## src/rtl/hdlc_pkg.sv

```systemverilog
// -----------------------------------------------------------------------------
// hdlc_pkg
// Shared definitions for the Hdlc receive-side register consumer:
//   - Hdlc register addresses (Rx_SC, Rx_Buff, Rx_Len)
//   - Rx_SC bit positions
//   - err_code_t   : drop reason reported on ErrCode
//   - fetch_state_t: hdlc_rx_fetch FSM states
//   - sc_err_code(): maps an Rx_SC error bit pattern to a drop reason
// -----------------------------------------------------------------------------
package hdlc_pkg;

   localparam logic [2:0] RX_SC   = 3'd2;
   localparam logic [2:0] RX_BUFF = 3'd3;
   localparam logic [2:0] RX_LEN  = 3'd4;

   localparam int SC_READY = 0;
   localparam int SC_DROP  = 1;
   localparam int SC_FERR  = 2;
   localparam int SC_ABORT = 3;
   localparam int SC_OVF   = 4;
   localparam int SC_FCSEN = 5;

   typedef enum logic [2:0] {
      ERR_NONE  = 3'd0,
      ERR_FRAME = 3'd1,
      ERR_ABORT = 3'd2,
      ERR_OVF   = 3'd3,
      ERR_LEN   = 3'd4
   } err_code_t;

   typedef enum logic [3:0] {
      S_IDLE,
      S_CFG,
      S_GAP,
      S_POLL,
      S_SC_WAIT,
      S_LEN,
      S_LEN_WAIT,
      S_DROP,
      S_RD,
      S_RD_WAIT,
      S_HOLD,
      S_DONE
   } fetch_state_t;

   // Highest-priority error wins: FrameError > Abort > Overflow.
   function automatic err_code_t sc_err_code(input logic [7:0] sc);
      if (sc[SC_FERR])       return ERR_FRAME;
      else if (sc[SC_ABORT]) return ERR_ABORT;
      else if (sc[SC_OVF])   return ERR_OVF;
      else                   return ERR_NONE;
   endfunction

endpackage

```

## src/rtl/hdlc_rx_fetch.sv

```systemverilog
// -----------------------------------------------------------------------------
// hdlc_rx_fetch
// Host-side consumer of the Hdlc register bus. Periodically polls Rx_SC; when a
// frame is ready it reads Rx_Len and drains Rx_Buff one byte at a time, handing
// each byte out on a valid/ready stream (m_last marks the final byte). Frames
// flagged with FrameError/Abort/Overflow, or with an illegal length, are
// discarded by writing the Drop bit of Rx_SC and reported on FrameErr/ErrCode.
//
// Parameters
//   POLL_GAP   idle cycles between consecutive Rx_SC polls (>=1)
//   MAX_FRAME  largest legal Rx_Len; zero or larger is a length error
//
// Ports
//   Clk, Rst         clock; synchronous active-low reset
//   Enable           allow polling for new frames (a frame in progress finishes)
//   FCSen            value placed on Rx_SC bit5 in every Rx_SC write
//   Address, WriteEnable, ReadEnable, DataIn, DataOut   Hdlc register bus
//   m_data, m_valid, m_ready, m_last                    output byte stream
//   FrameDone        one-cycle pulse after the last byte is accepted
//   FrameErr, ErrCode one-cycle pulse + reason when a frame is dropped
//
// Build option
//   HDLC_RX_FETCH_STATS_EN : adds saturating FrameCnt / ErrCnt outputs.
// -----------------------------------------------------------------------------
module hdlc_rx_fetch
   import hdlc_pkg::*;
#(
   parameter int POLL_GAP  = 16,
   parameter int MAX_FRAME = 126
) (
   input  logic        Clk,
   input  logic        Rst,
   input  logic        Enable,
   input  logic        FCSen,
   output logic [2:0]  Address,
   output logic        WriteEnable,
   output logic        ReadEnable,
   output logic [7:0]  DataIn,
   input  logic [7:0]  DataOut,
   output logic [7:0]  m_data,
   output logic        m_valid,
   input  logic        m_ready,
   output logic        m_last,
   output logic        FrameDone,
   output logic        FrameErr,
`ifdef HDLC_RX_FETCH_STATS_EN
   output logic [15:0] FrameCnt,
   output logic [15:0] ErrCnt,
`endif
   output logic [2:0]  ErrCode
);

   localparam logic [15:0] GAP_LAST = 16'(POLL_GAP - 1);
   localparam logic [7:0]  MAX_LEN  = 8'(MAX_FRAME);

   fetch_state_t state_q, state_d;
   logic [15:0]  gap_q,   gap_d;
   logic [7:0]   len_q,   len_d;
   logic [7:0]   idx_q,   idx_d;
   logic [7:0]   data_q,  data_d;
   err_code_t    err_q,   err_d;

   logic [7:0]   sc_base;
   logic         is_last;

   // Every Rx_SC write carries the current FCSen in bit5.
   assign sc_base = {2'b00, FCSen, 5'b00000};
   assign is_last = (idx_q == len_q - 8'd1);
   assign m_data  = data_q;

   always_ff @(posedge Clk) begin
      if (!Rst) begin
         state_q <= S_IDLE;
         gap_q   <= '0;
         len_q   <= '0;
         idx_q   <= '0;
         data_q  <= '0;
         err_q   <= ERR_NONE;
      end else begin
         state_q <= state_d;
         gap_q   <= gap_d;
         len_q   <= len_d;
         idx_q   <= idx_d;
         data_q  <= data_d;
         err_q   <= err_d;
      end
   end

   always_comb begin
      state_d     = state_q;
      gap_d       = gap_q;
      len_d       = len_q;
      idx_d       = idx_q;
      data_d      = data_q;
      err_d       = err_q;
      Address     = '0;
      WriteEnable = 1'b0;
      ReadEnable  = 1'b0;
      DataIn      = '0;
      m_valid     = 1'b0;
      m_last      = 1'b0;
      FrameDone   = 1'b0;
      FrameErr    = 1'b0;
      ErrCode     = '0;

      case (state_q)
         S_IDLE: begin
            if (Enable) state_d = S_CFG;
         end

         S_CFG: begin
            WriteEnable = 1'b1;
            Address     = RX_SC;
            DataIn      = sc_base;
            gap_d       = '0;
            state_d     = S_GAP;
         end

         // Counter saturates at the last gap cycle and waits there for Enable.
         S_GAP: begin
            if (gap_q != GAP_LAST) gap_d = gap_q + 16'd1;
            else if (Enable)        state_d = S_POLL;
         end

         S_POLL: begin
            ReadEnable = 1'b1;
            Address    = RX_SC;
            state_d    = S_SC_WAIT;
         end

         S_SC_WAIT: begin
            if (!DataOut[SC_READY]) begin
               gap_d   = '0;
               state_d = S_GAP;
            end else if (DataOut[SC_OVF:SC_FERR] != 3'b000) begin
               err_d   = sc_err_code(DataOut);
               state_d = S_DROP;
            end else begin
               state_d = S_LEN;
            end
         end

         S_LEN: begin
            ReadEnable = 1'b1;
            Address    = RX_LEN;
            state_d    = S_LEN_WAIT;
         end

         S_LEN_WAIT: begin
            len_d = DataOut;
            idx_d = '0;
            if (DataOut == 8'd0 || DataOut > MAX_LEN) begin
               err_d   = ERR_LEN;
               state_d = S_DROP;
            end else begin
               state_d = S_RD;
            end
         end

         S_DROP: begin
            WriteEnable = 1'b1;
            Address     = RX_SC;
            DataIn      = sc_base | 8'h02;
            FrameErr    = 1'b1;
            ErrCode     = err_q;
            gap_d       = '0;
            state_d     = S_GAP;
         end

         S_RD: begin
            ReadEnable = 1'b1;
            Address    = RX_BUFF;
            state_d    = S_RD_WAIT;
         end

         S_RD_WAIT: begin
            data_d  = DataOut;
            state_d = S_HOLD;
         end

         // Byte held here until accepted; no bus activity meanwhile.
         S_HOLD: begin
            m_valid = 1'b1;
            m_last  = is_last;
            if (m_ready) begin
               idx_d   = idx_q + 8'd1;
               state_d = is_last ? S_DONE : S_RD;
            end
         end

         S_DONE: begin
            FrameDone = 1'b1;
            gap_d     = '0;
            state_d   = S_GAP;
         end

         default: state_d = S_IDLE;
      endcase
   end

`ifdef HDLC_RX_FETCH_STATS_EN
   logic [15:0] frame_cnt_q, err_cnt_q;

   always_ff @(posedge Clk) begin
      if (!Rst) begin
         frame_cnt_q <= '0;
         err_cnt_q   <= '0;
      end else begin
         if (state_q == S_DONE && frame_cnt_q != 16'hFFFF) frame_cnt_q <= frame_cnt_q + 16'd1;
         if (state_q == S_DROP && err_cnt_q   != 16'hFFFF) err_cnt_q   <= err_cnt_q + 16'd1;
      end
   end

   assign FrameCnt = frame_cnt_q;
   assign ErrCnt   = err_cnt_q;
`endif

endmodule

```

## config.mk

```make
export PLATFORM = sky130hd
export DESIGN_NAME = hdlc_rx_fetch
export DESIGN_NICKNAME = d
export VERILOG_FILES = /design/src/rtl/hdlc_pkg.sv /design/src/rtl/hdlc_rx_fetch.sv
export SDC_FILE = /design/constraint.sdc
export NUM_CORES = 1
export LEC_CHECK = 0
export ABC_AREA = 0
export CELL_PAD_IN_SITES_DETAIL_PLACEMENT = 0
export CELL_PAD_IN_SITES_GLOBAL_PLACEMENT = 1
export CORE_MARGIN = 5
export CORE_UTILIZATION = 50
export CTS_CLUSTER_SIZE = 20
export DETAILED_ROUTE_END_ITERATION = 7
export DONT_BUFFER_PORTS = 1
export MAX_ROUTING_LAYER = met4
export PLACE_DENSITY_LB_ADDON = 0.1
export SLEW_MARGIN = 20
export SYNTH_ARGS = -nofsm -noshare
export SYNTH_HDL_FRONTEND = slang
export SYNTH_SLANG_ARGS = --single-unit
```

## constraint.sdc

```tcl
create_clock -name Clk -period 4.85 [get_ports Clk]
set_clock_uncertainty 0.15 [all_clocks]
set_input_delay 0.97 -clock Clk [delete_from_list [all_inputs] [get_ports Clk]]
set_output_delay 0.97 -clock Clk [all_outputs]
set_load 0.005 [all_outputs]
```

# Word-level counts from Yosys, hierarchy flattened
# Index checks and enable logic that the tools add are counted.
[word_totals]
regBits = 47
out_inout_bits = 28
[classes]
add_sub_neg = 3
magnitude_cmp = 1
eq_ne = 22
muxes = 30
n_reduce_logical = 15
[op_table]
columns = ["op", "n"]
rows = [
  ["$pmux W16 S3", 1],
  ["$pmux W4 S10", 1],
  ["$mux W16", 2],
  ["$mux W4", 5],
  ["$ne A2 B2 Y1 const B", 9],
  ["$add A16 B1 Y16 const B", 1],
  ["$eq A4 B3 Y1 const B", 4],
  ["$eq A4 B4 Y1 const B", 4],
  ["$ne A16 B4 Y1 const B", 1],
  ["$pmux W8 S2", 1],
  ["$mux W3", 5],
  ["$pmux W6 S2", 1],
  ["$mux W2", 5],
  ["$pmux W3 S3", 1],
  ["$reduce_or A3 Y1", 3],
  ["$add A8 B1 Y8 const B", 1],
  ["$eq A4 B2 Y1 const B", 2],
  ["$eq A8 B8 Y1", 1],
  ["$gt A8 B7 Y1 const B", 1],
  ["$logic_not A8 Y1", 1],
  ["$mux W8", 1],
  ["$reduce_and A4 Y1", 2],
  ["$sub A8 B1 Y8 const B", 1],
  ["$mux W1", 6],
  ["other kinds (9)", 11],
]

# Depth between registers and ports, before layout
[depth]
depth_word = 6
ltp_mapped = 8
ltp_nobuf = 8

# Worst setup path before layout
# No wires, ideal clock.
[synth_path]
path_type = "flip-flop to output port"
start = "register len_q[0]"
end = "output m_last"
arrival_ns = 1.484
required_ns = 3.730
setup_slack_ns = 2.246
path_stages_with_launch = 7
n_path_buf = 0
path_cell_list = "dfxtp_1 > inv_1 > ha_1 > nor3b_1 > xnor2_1 > nand4_1 > nor4_1"
[synth_via]
elab_chain_cells = 3
[synth_lines]
columns = ["item", "line", "rtl"]
rows = [
  ["from (decl)", "hdlc_rx_fetch.sv:58", "logic [7:0] len_q, len_d;"],
  ["from (signal assigned)", "hdlc_rx_fetch.sv:82", "len_q <= len_d;"],
  ["$sub A8 B1 Y8", "hdlc_rx_fetch.sv:68", "assign is_last = (idx_q == len_q - 8'd1);"],
  ["$eq A8 B8 Y1", "hdlc_rx_fetch.sv:68", ""],
  ["$mux W1", "hdlc_rx_fetch.sv:106", "case (state_q)"],
  ["to (decl)", "hdlc_rx_fetch.sv:43", "output logic m_last,"],
]
# Every way passes these cells.

# Final worst setup path
# Same ends and word-level chain as after synthesis.

==> results_dict.tcl <==
set metrics [dict create \
    met3_usage_pct 6.360 \
    initialDrtViolationCount 59 \
    grt_usage_pct 18.68 \
    drcViolationCount 0 \
    die_x_um 81.52 \
    vias 2124 \
    synth_top_area_share_pct 36.79 \
    ff2ff_setup_slack_ns 1.99 \
    std_cell_rows 26 \
    worstSetupEndpointType "primary output" \
    routabilityCongestion 0.8728 \
    cts_root_buf "clkbuf_8" \
    grt_max_degree 26 \
    grt.busiest_layer "met1" \
    port_buffers 0 \
    tns_ns 0 \
    status "finished, final reports clean" \
    synth.avg_cell_area_um2 8.250 \
    power_switching_uw 192.1 \
    grt_antenna_before_repair 0 \
    worstReg2RegStart "state_q[1]$_SDFFE_PN0P_" \
    whs_ns 0.3210 \
    netlist_area_um2 2557 \
    htreeDepth 2 \
    share_comb_of_total_power_pct 9.8 \
    yosysSeqAreaShare_pct 36.79 \
    ant_nets 0 \
    clock_path_buffers 2 \
    die-area_um2 6646 \
    crit_arrival_ns 2.07 \
    routed_wl_um 5529 \
    synth_ff_type "dfxtp_1" \
    final_max_slew_viol_count 0 \
    clk_pin_slew_ns 0.09 \
    intPower_uw 585.7 \
    ys_warn_count 0 \
    period_minus_slack_ns 3.186 \
    holdBufCountCts 0 \
    hold_end "len_q[7]$_SDFFE_PN0P_" \
    wire_per_inst_um 14.78 \
    total_power_uw 777.7 \
    post-route-period-util_pct 65.70 \
    min_delay_path_depth 2 \
    synth_cell_type_count 52 \
    die_y_um 81.52 \
    overflow 0 \
    tightest_slew_ns 1.100 \
    drive_above_1_share_pct 5.592 \
    worstSetupStartpointType "flop" \
    core_um2 5042 \
    finish.utilization_pct 53.15 \
    met1_usage_pct 26.06 \
    hp-class "flop to flop" \
    synthArstFlopShare_pct 0 \
    antenna_cells 0 \
    synth_edf_count 0 \
    layout-area-overhead-vs-synth_pct 4.794 \
    min_from "len_q[7]$_SDFFE_PN0P_" \
    synth_cells 310 \
    max-cap-violations 0 \
    synth_top_area_cell "dfxtp_1" \
    ys_seq_elements 47 \
    cts_tree "done" \
    path_max_fanout 6 \
    dr.pass1.iters 4 \
    vdd_drop_max_mv 0.1838 \
    cts_resized 0 \
    p_sw_share_pct 24.69 \
    grtUsageMet2_pct 25.49 \
    rr_worst_depth 6 \
    worstReg2RegEnd "gap_q[12]$_SDFFE_PN0P_" \
    power_density_nw_per_um2 290.2 \
    setup_slack_ns 1.664 \
    grt_pass1_wl_um 9459 \
    clock_power_share_pct 38.2 \
    pin_count 41 \
    numCtsBuffers 5 \
    crit_required_ns 3.73 \
    grt_pass1_vias 2014 \
    cts_sinks 47 \
    start_util_pct 50.72 \
    hold_viol_final 0 \
    rsz0062_at_grt "no" \
    slew-limit-headroom_pct 26.33 \
    viasPerCell 5.679 \
    seqPwrFrac_pct 52.0 \
    nFillCells 489 \
    nets 319 \
    total_leakage_power_uw 0.0009868 \
    post_cts_buffers 0 \
    critPathKind "flop to primary output" \
    max_freq_mhz 313.8 \
    setup_viol 0 \
    pre_cts_ws_ns 1.951 \
    hpwl_um 4070 \
    ys_top_cells_by_area "dfxtp_1 37%, xor2_1 7.5%, nor2_1 5.6%, nand2_1 4.5%, a21oi_1 3.7%" \
    worstSkewPairLatency_ns 0.30 \
]
==> registers in the layout, summed over array words and instances (netlist names) <==
| name | count |
|---|---|
| len_q | 8 |
| gap_q | 16 |
| idx_q | 8 |
| m_data | 8 |
| err_q | 3 |
| state_q | 4 |
==> layout make-up <==
class                      instances  area, um2  area share [%]
sequential                        47      940.9           35.11
tap                               70      87.58           3.268
timing repair buffer               2      15.01          0.5602
inverter                           5      18.77          0.7003
clock buffer                       6      82.58           3.081
clock inverter                     2      35.03           1.307
multi-input combinational        242       1500           55.98
==> placed cells by master, fill, tap and decap left out, drive strengths merged, types with 6 or more instances in the layout <==
cell | Yosys | final
nand2 | 31 | 31
nor2 | 39 | 39
nor3 | 7 | 7
nand3 | 11 | 11
mux2i | 9 | 9
o21ai | 8 | 8
dfxtp | 47 | 47
xnor2 | 7 | 7
clkbuf | 9 | 6
o211ai | 9 | 9
and2 | 6 | 6
or4 | 7 | 7
a21oi | 19 | 19
xor2 | 22 | 22
conb | 1 | 6
==> worst max-delay path, cell delays in order (launching register included) <==
cell and delay (ns):
dfxtp_1 0.44, inv_1 0.07, ha_1 0.23, nor3b_1 0.16, xnor2_1 0.15, nand4_1 0.10, nor4_1 0.61
==> synth_stat cells (all sizes together) (2+ instances only) <==
library cell and instances:
o21ai 8, nand4 5, xor2 22, xnor2 7, nand2 31, and2 6
inv 5, nor3 7, clkbuf 9, o2111ai 4, and3 4, buf 12
nor4 4, and4 3, nor3b 2, nand3 11, o211ai 9, a31oi 3
or4 7, nor2b 4, a21o 2, a21oi 19, o31ai 3, dfxtp 47
nor2 39, nand2b 5, mux2i 9, ha 3, o22ai 2, or3 2
==> kinds of logic (layout without fill, tap and decap cells) <==
kind of cell	Yosys count	after routing	synth area share, %
AOI/OAI and AO/OA	58	58	15.07
xor gates and xnor gates	29	29	9.931
adders and majority gates	3	3	1.468
buffers and inverters	26	15	5.283
DFF	47	47	36.79
muxes	10	10	3.963
other	1	6	0.1466
and+or+nand+nor	136	136	27.35
==> power groups by stage <==
| stage | Clock [uW] | Sequential (uW) | Combinational [uW] |
|---|---|---|---|
| floorplan | 0 | 405 | 73.8 |
| global placement | 0 | 414 | 76.6 |
| detailed placement | 0 | 414 | 75.3 |
| CTS | 306 | 404 | 75.9 |
| global route | 325 | 406 | 85.9 |
| finish | 297 | 405 | 76.2 |
==> how the worst max path moves through the flow <==
stage,from,to
2_1_floorplan,len_q[0]$_SDFFE_PN0P_,m_last
3_3_place_gp,state_q[3]$_SDFFE_PN0P_,m_last
3_5_place_dp,len_q[0]$_SDFFE_PN0P_,m_last
4_1_cts,len_q[0]$_SDFFE_PN0P_,m_last
5_1_grt,state_q[3]$_SDFFE_PN0P_,m_last
6_report,len_q[0]$_SDFFE_PN0P_,m_last
==> metrics by stage <==
stage	instances	instance area [um2]
2_1_floorplan	315	2576
3_3_place_gp	366	2562
3_5_place_dp	366	2562
4_1_cts	374	2680
5_1_grt	374	2680
6_report	374	2680
==> routing by layer <==
metal  wire [um]  part of all wire (%)  vias to the layer above
met1        2791                    50                      987
met3         486                   8.8                        5
li1            -                     -                     1072
met4          58                   1.0                        0
met2        2192                    40                       60
met5           0                     0                        -
(Power assumes the default switching activity.)
